==> src/rtl/regfile_sb.sv <==
// rtl/regfile_sb.sv - RV32I integer register file with multi-port read, bypass, scoreboard and soft clear
//
// Purpose: NRP-read / 1-write register file sitting between ID and WB. Reads are
// combinational with optional same-cycle write forwarding. A pending-write
// scoreboard flags sources that must stall. A soft-clear request zeroes the array
// one register per cycle while reporting every read port busy.
//
// Ports:
//   clk       rising-edge clock
//   rst       asynchronous reset, active-low
//   we        write-back enable
//   waddr     write-back register index
//   wdata     write-back data
//   re        per-port read enable
//   raddr     read indices, port i = raddr[i*AW +: AW]
//   rdata     read data, port i = rdata[i*XLEN +: XLEN]
//   rbusy     port i source has a pending write that is not forwarded
//   rstall    OR of rbusy
//   issue_v   instruction issued, its destination becomes pending
//   issue_rd  destination of the issued instruction
//   clr       soft-clear request pulse
//   ready     low while a soft clear is in progress

module regfile_sb #(
  parameter int XLEN   = 32,
  parameter int NREG   = 32,
  parameter int AW     = 5,
  parameter int NRP    = 2,
  parameter int BYPASS = 1
) (
  input  logic                clk,
  input  logic                rst,
  input  logic                we,
  input  logic [AW-1:0]       waddr,
  input  logic [XLEN-1:0]     wdata,
  input  logic [NRP-1:0]      re,
  input  logic [NRP*AW-1:0]   raddr,
  output logic [NRP*XLEN-1:0] rdata,
  output logic [NRP-1:0]      rbusy,
  output logic                rstall,
  input  logic                issue_v,
  input  logic [AW-1:0]       issue_rd,
  input  logic                clr,
  output logic                ready
);

  typedef enum logic {RUN, CLEAR} state_t;

  localparam logic [AW:0]   NREG_X   = (AW+1)'(NREG);
  localparam logic [AW-1:0] LAST_IDX = AW'(NREG - 1);
  localparam logic [AW-1:0] FIRST_IDX = AW'(1);

  state_t            state;
  logic [AW-1:0]     idx;
  logic [XLEN-1:0]   regs [NREG];
  logic [NREG-1:0]   busy;

  logic              run_upd;
  logic              wr_en;
  logic              wb_clr;
  logic              iss_en;

  // Indices at or beyond NREG are treated as non-existent registers.
  function automatic logic in_range(input logic [AW-1:0] a);
    return ({1'b0, a} < NREG_X);
  endfunction

  // The cycle that samples clr ignores write-back and issue.
  assign run_upd = (state == RUN) && !clr;
  assign wr_en   = run_upd && we && (waddr != '0) && in_range(waddr);
  assign wb_clr  = run_upd && we && in_range(waddr);
  assign iss_en  = run_upd && issue_v && (issue_rd != '0) && in_range(issue_rd);

  // Clear sequencer: walks idx from 1 to NREG-1, one register per cycle.
  always_ff @(posedge clk or negedge rst) begin
    if (!rst) begin
      state <= RUN;
      idx   <= FIRST_IDX;
      ready <= 1'b1;
    end else begin
      case (state)
        RUN: begin
          if (clr) begin
            state <= CLEAR;
            idx   <= FIRST_IDX;
            ready <= 1'b0;
          end
        end
        CLEAR: begin
          if (idx == LAST_IDX) begin
            state <= RUN;
            idx   <= FIRST_IDX;
            ready <= 1'b1;
          end else begin
            idx <= idx + FIRST_IDX;
          end
        end
        default: begin
          state <= RUN;
          idx   <= FIRST_IDX;
          ready <= 1'b1;
        end
      endcase
    end
  end

  // Register array; x0 is never written so it stays zero.
  always_ff @(posedge clk or negedge rst) begin
    if (!rst) begin
      for (int i = 0; i < NREG; i++) begin
        regs[i] <= '0;
      end
    end else if (state == CLEAR) begin
      regs[idx] <= '0;
    end else if (wr_en) begin
      regs[waddr] <= wdata;
    end
  end

  // Scoreboard: the set is applied after the clear so a same-cycle
  // issue to the written register leaves it pending for the new producer.
  always_ff @(posedge clk or negedge rst) begin
    if (!rst) begin
      busy <= '0;
    end else if (state == RUN) begin
      if (clr) begin
        busy <= '0;
      end else begin
        if (wb_clr) begin
          busy[waddr] <= 1'b0;
        end
        if (iss_en) begin
          busy[issue_rd] <= 1'b1;
        end
      end
    end
  end

  always_comb begin
    logic [AW-1:0] a;
    a     = '0;
    rdata = '0;
    rbusy = '0;
    for (int p = 0; p < NRP; p++) begin
      a = raddr[p*AW +: AW];
      if (state == CLEAR) begin
        rbusy[p] = 1'b1;
      end else if (!re[p] || (a == '0) || !in_range(a)) begin
        rbusy[p] = 1'b0;
      end else if ((BYPASS != 0) && we && (waddr == a)) begin
        rdata[p*XLEN +: XLEN] = wdata;
      end else begin
        rdata[p*XLEN +: XLEN] = regs[a];
        rbusy[p]              = busy[a];
      end
    end
  end

  assign rstall = |rbusy;

endmodule

==> config.mk <==
export PLATFORM = sky130hd
export DESIGN_NAME = regfile_sb
export DESIGN_NICKNAME = d
export VERILOG_FILES = /design/src/rtl/regfile_sb.sv
export SDC_FILE = /design/constraint.sdc
export NUM_CORES = 2
export LEC_CHECK = 0
export CORE_MARGIN = 3
export CORE_UTILIZATION = 56
export CTS_CLUSTER_DIAMETER = 200
export DETAILED_ROUTE_END_ITERATION = 12
export PLACE_DENSITY = 0.73
export RECOVER_POWER = 25
export SLEW_MARGIN = 20
export SYNTH_ARGS = -nofsm -noshare
export SYNTH_HDL_FRONTEND = slang
export SYNTH_SLANG_ARGS = --single-unit
==> constraint.sdc <==
create_clock -name clk -period 4.1 [get_ports clk]
set_input_delay 0.82 -clock clk [delete_from_list [all_inputs] [get_ports clk]]
set_output_delay 0.82 -clock clk [all_outputs]
set_load 0.02 [all_outputs]
==> flow_summary.ini <==
[layout]
final_area_mm2 = 0.0647
drive_gt1_share_pct = 32.7
final_util_pct = 66.4
multi_input_area_mm2 = 0.0272
regArea_mm2 = 0.0266
fin_nets = 3946
fillers = 6615
synthToLayoutAreaGrowth_pct = 16.9

[power_and_ir_drop]
p_sw_mw = 8.10
peakVddDrop_mv = 0.409
power_frac_seq_pct = 42.3
intPower_mw = 19.6
swShare_pct = 29.3
pwr-share-clk_pct = 39.1
combPwrFrac_pct = 18.6
leakage_nw = 28.9
p_total_mw = 27.7
power-per-cell-area_mw_per_mm2 = 427

[routing]
drcViolationCount = 0
drt-initial-drc-count = 6611
antenna_left = 0
wl_um = 207000
viasPerCell = 8.22
wl_per_cell_um = 39.4
vias = 43200
firstDrtPassIters = 8

[grt]
grt_max_degree = 110
grt_pass1_wl_um = 303000
grt.overflow.total = 0
antenna_found_initial = 7
use_met2_pct = 58.1
grtUsageMet1_pct = 52.5
grt_pass1_vias = 43700
grt_use_met3_pct = 16.1
grt-busiest-layer = met2
track_usage_pct = 40.6

[run_status]
status = finished with violations
failed_checks = max-capacitance violations, max-slew violations

[floorplan]
pin_count = 127
die_y_um = 320
fp.dieW_um = 320
rows = 114
start_util_pct = 56.8
core_mm2 = 0.0974
die-area_mm2 = 0.103

[placed_design]
place_ws_ns = -0.393
hpwl_um = 122000
gp_congestion = 0.941
placed_area_mm2 = 0.0608
port_buffers = 126

[clocking]
post_cts_buffers = 0
clock-sinks = 1063
clockRootBuffer = clkbuf_16
h-tree-depth = 3
path_clk_slew_ns = 0.06
cts_tree = yes
clk_path_buf_depth = 3
clock_latency_ns = 0.73
cts_buffers = 109

[synthesis]
synth_edf_count = 0
yosys-top-cells-count = dfrtp_1, a22o_1, mux4_2
async_reset_ff_share_pct = 100
synth_top_area_share_pct = 48.0
synth_cells = 3756
synth.net_count = 3820
yosys.area.top_type = dfrtp_1
yosys-top-cells-area = dfrtp_1, mux4_2, a22o_1, clkbuf_1, buf_2
synth_seq_cells = 1063
yosysSeqAreaShare_pct = 48.0
avgSynthCellArea_um2 = 14.7
yosysMostFrequentCell = dfrtp_1
synthFlopType = dfrtp_1
synth.distinct_cells = 53
syn_area_mm2 = 0.0554
yosys_warnings = 0

[timing]
tightest_slew_ns = 2.68
drv_slew = 106
worst_clock_skew_ns = 0.0245
timing.fmax_ghz = 0.245
slew_headroom_pct = -78.9
hold_viol_final = 0
worst_slack_ns = 0.0241
finalCritPeriodShare_pct = 99.4
fin_crit_ns = 4.08
setup_tns_ns = 0
finalSetupViolCount = 0

[setup_path]
crit_type = in -> out
cp.arrival_ns = 3.26
startpoint_type = input port
critPathMaxFanout = 17
end_kind = primary output
cp.required_ns = 3.28

[hold_path]
min_path_type = reg -> reg

[flow_run]
cap_violations = 2
## layout by cell type, fill, tap and decap left out, types with 26 or more instances in the layout
cell	n
mux2i_1	65
mux4_2	635
a22o_1	993
o21ai_0	113
dfrtp_1	1061
nor3_4	26
nor2_1	82
clkbuf_16	109
buf_12	98
a21oi_4	31
buf_4	268
dlygate4sd2_1	50
clkbuf_1	30
and2_1	36
clkdlybuf4s50_1	51
o22ai_1	55
## logic make-up after synthesis
group           after synthesis  synth area share [%]
compound gates             1233                  18.2
xor+xnor                     12                 0.190
fa+ha+maj                     5                 0.113
buf+inv                     514                  4.02
flops                      1063                  48.0
mux                         705                  27.1
simple gates                224                  2.37
## power by group through the flow
stage	logic [mW]	registers (mW)	clock network, mW
after CTS	5.01	11.7	10.8
after global routing	5.29	11.8	11.3
after detailed placement	4.99	11.8	0
after global placement	4.88	11.8	0
final	5.15	11.7	10.8
after floorplan	2.73	11.6	0
## state kept, by name, summed over array words and instances (netlist names)
register,count
ready,1
regs,1024
state,1
busy,32
idx,5
## metrics by stage
stage | hold WS, ns | cells
4_1_cts | 0.181 | 5246
2_1_floorplan | 0.459 | 3756
5_1_grt | 0.526 | 5249
3_5_place_dp | 0.493 | 5046
3_3_place_gp | 0.476 | 5043
6_report | 0.510 | 5255
## layer usage
layer	wire (um)	vias to the layer above	part of all wire (%)
li1	-	15600	-
met1	68500	22100	33
met2	90000	4344	43
met3	32600	1081	16
met4	15600	6	7.5
met5	127	-	0.061
## path summary, 6_finish.rpt
| check | to | slack (ns) | depth (start not counted) | from |
|---|---|---|---|---|
| min in group asynchronous | regs[619] | 0.93 | 1 | rst |
| min | regs[994] | 0.51 | 1 | regs[994] |
| max in group asynchronous | regs[178] | 0.68 | 2 | rst |
| max | rdata[8] | 0.02 | 10 | waddr[3] |
| min reg2reg | regs[994] | 0.51 | 1 | regs[994] |
| max reg2reg | regs[242] | 0.64 | 7 | state |
## repair_timing
| item | CTS | global route |
|---|---|---|
| pin swaps | 1 | 0 |
| setup endpoints to repair | 65 | 17 |
| resized for setup | 72 | 18 |
| hold buffers | 0 | 0 |
## area by class of cell
| cell class | count | share of cell area (%) |
|---|---|---|
| multi-input combinational | 2179 | 42.0 |
| clock buffer | 155 | 4.87 |
| sequential | 1063 | 41.1 |
| antenna | 8 | 0.0309 |
| inverter | 20 | 0.118 |
| tap | 1276 | 2.47 |
| timing repair buffer | 509 | 8.33 |
| clock inverter | 45 | 1.09 |
## critical path, stage by stage
cell             delay, ns
clkdlybuf4s50_1       0.54
xnor2_1               0.14
nand4_1               0.23
buf_4                 0.22
o21ai_4               0.14
buf_12                0.25
o22ai_1               0.11
buf_4                 0.14
nor2_1                0.29
clkdlybuf4s15_1       0.36
(Power assumes the default switching activity.)
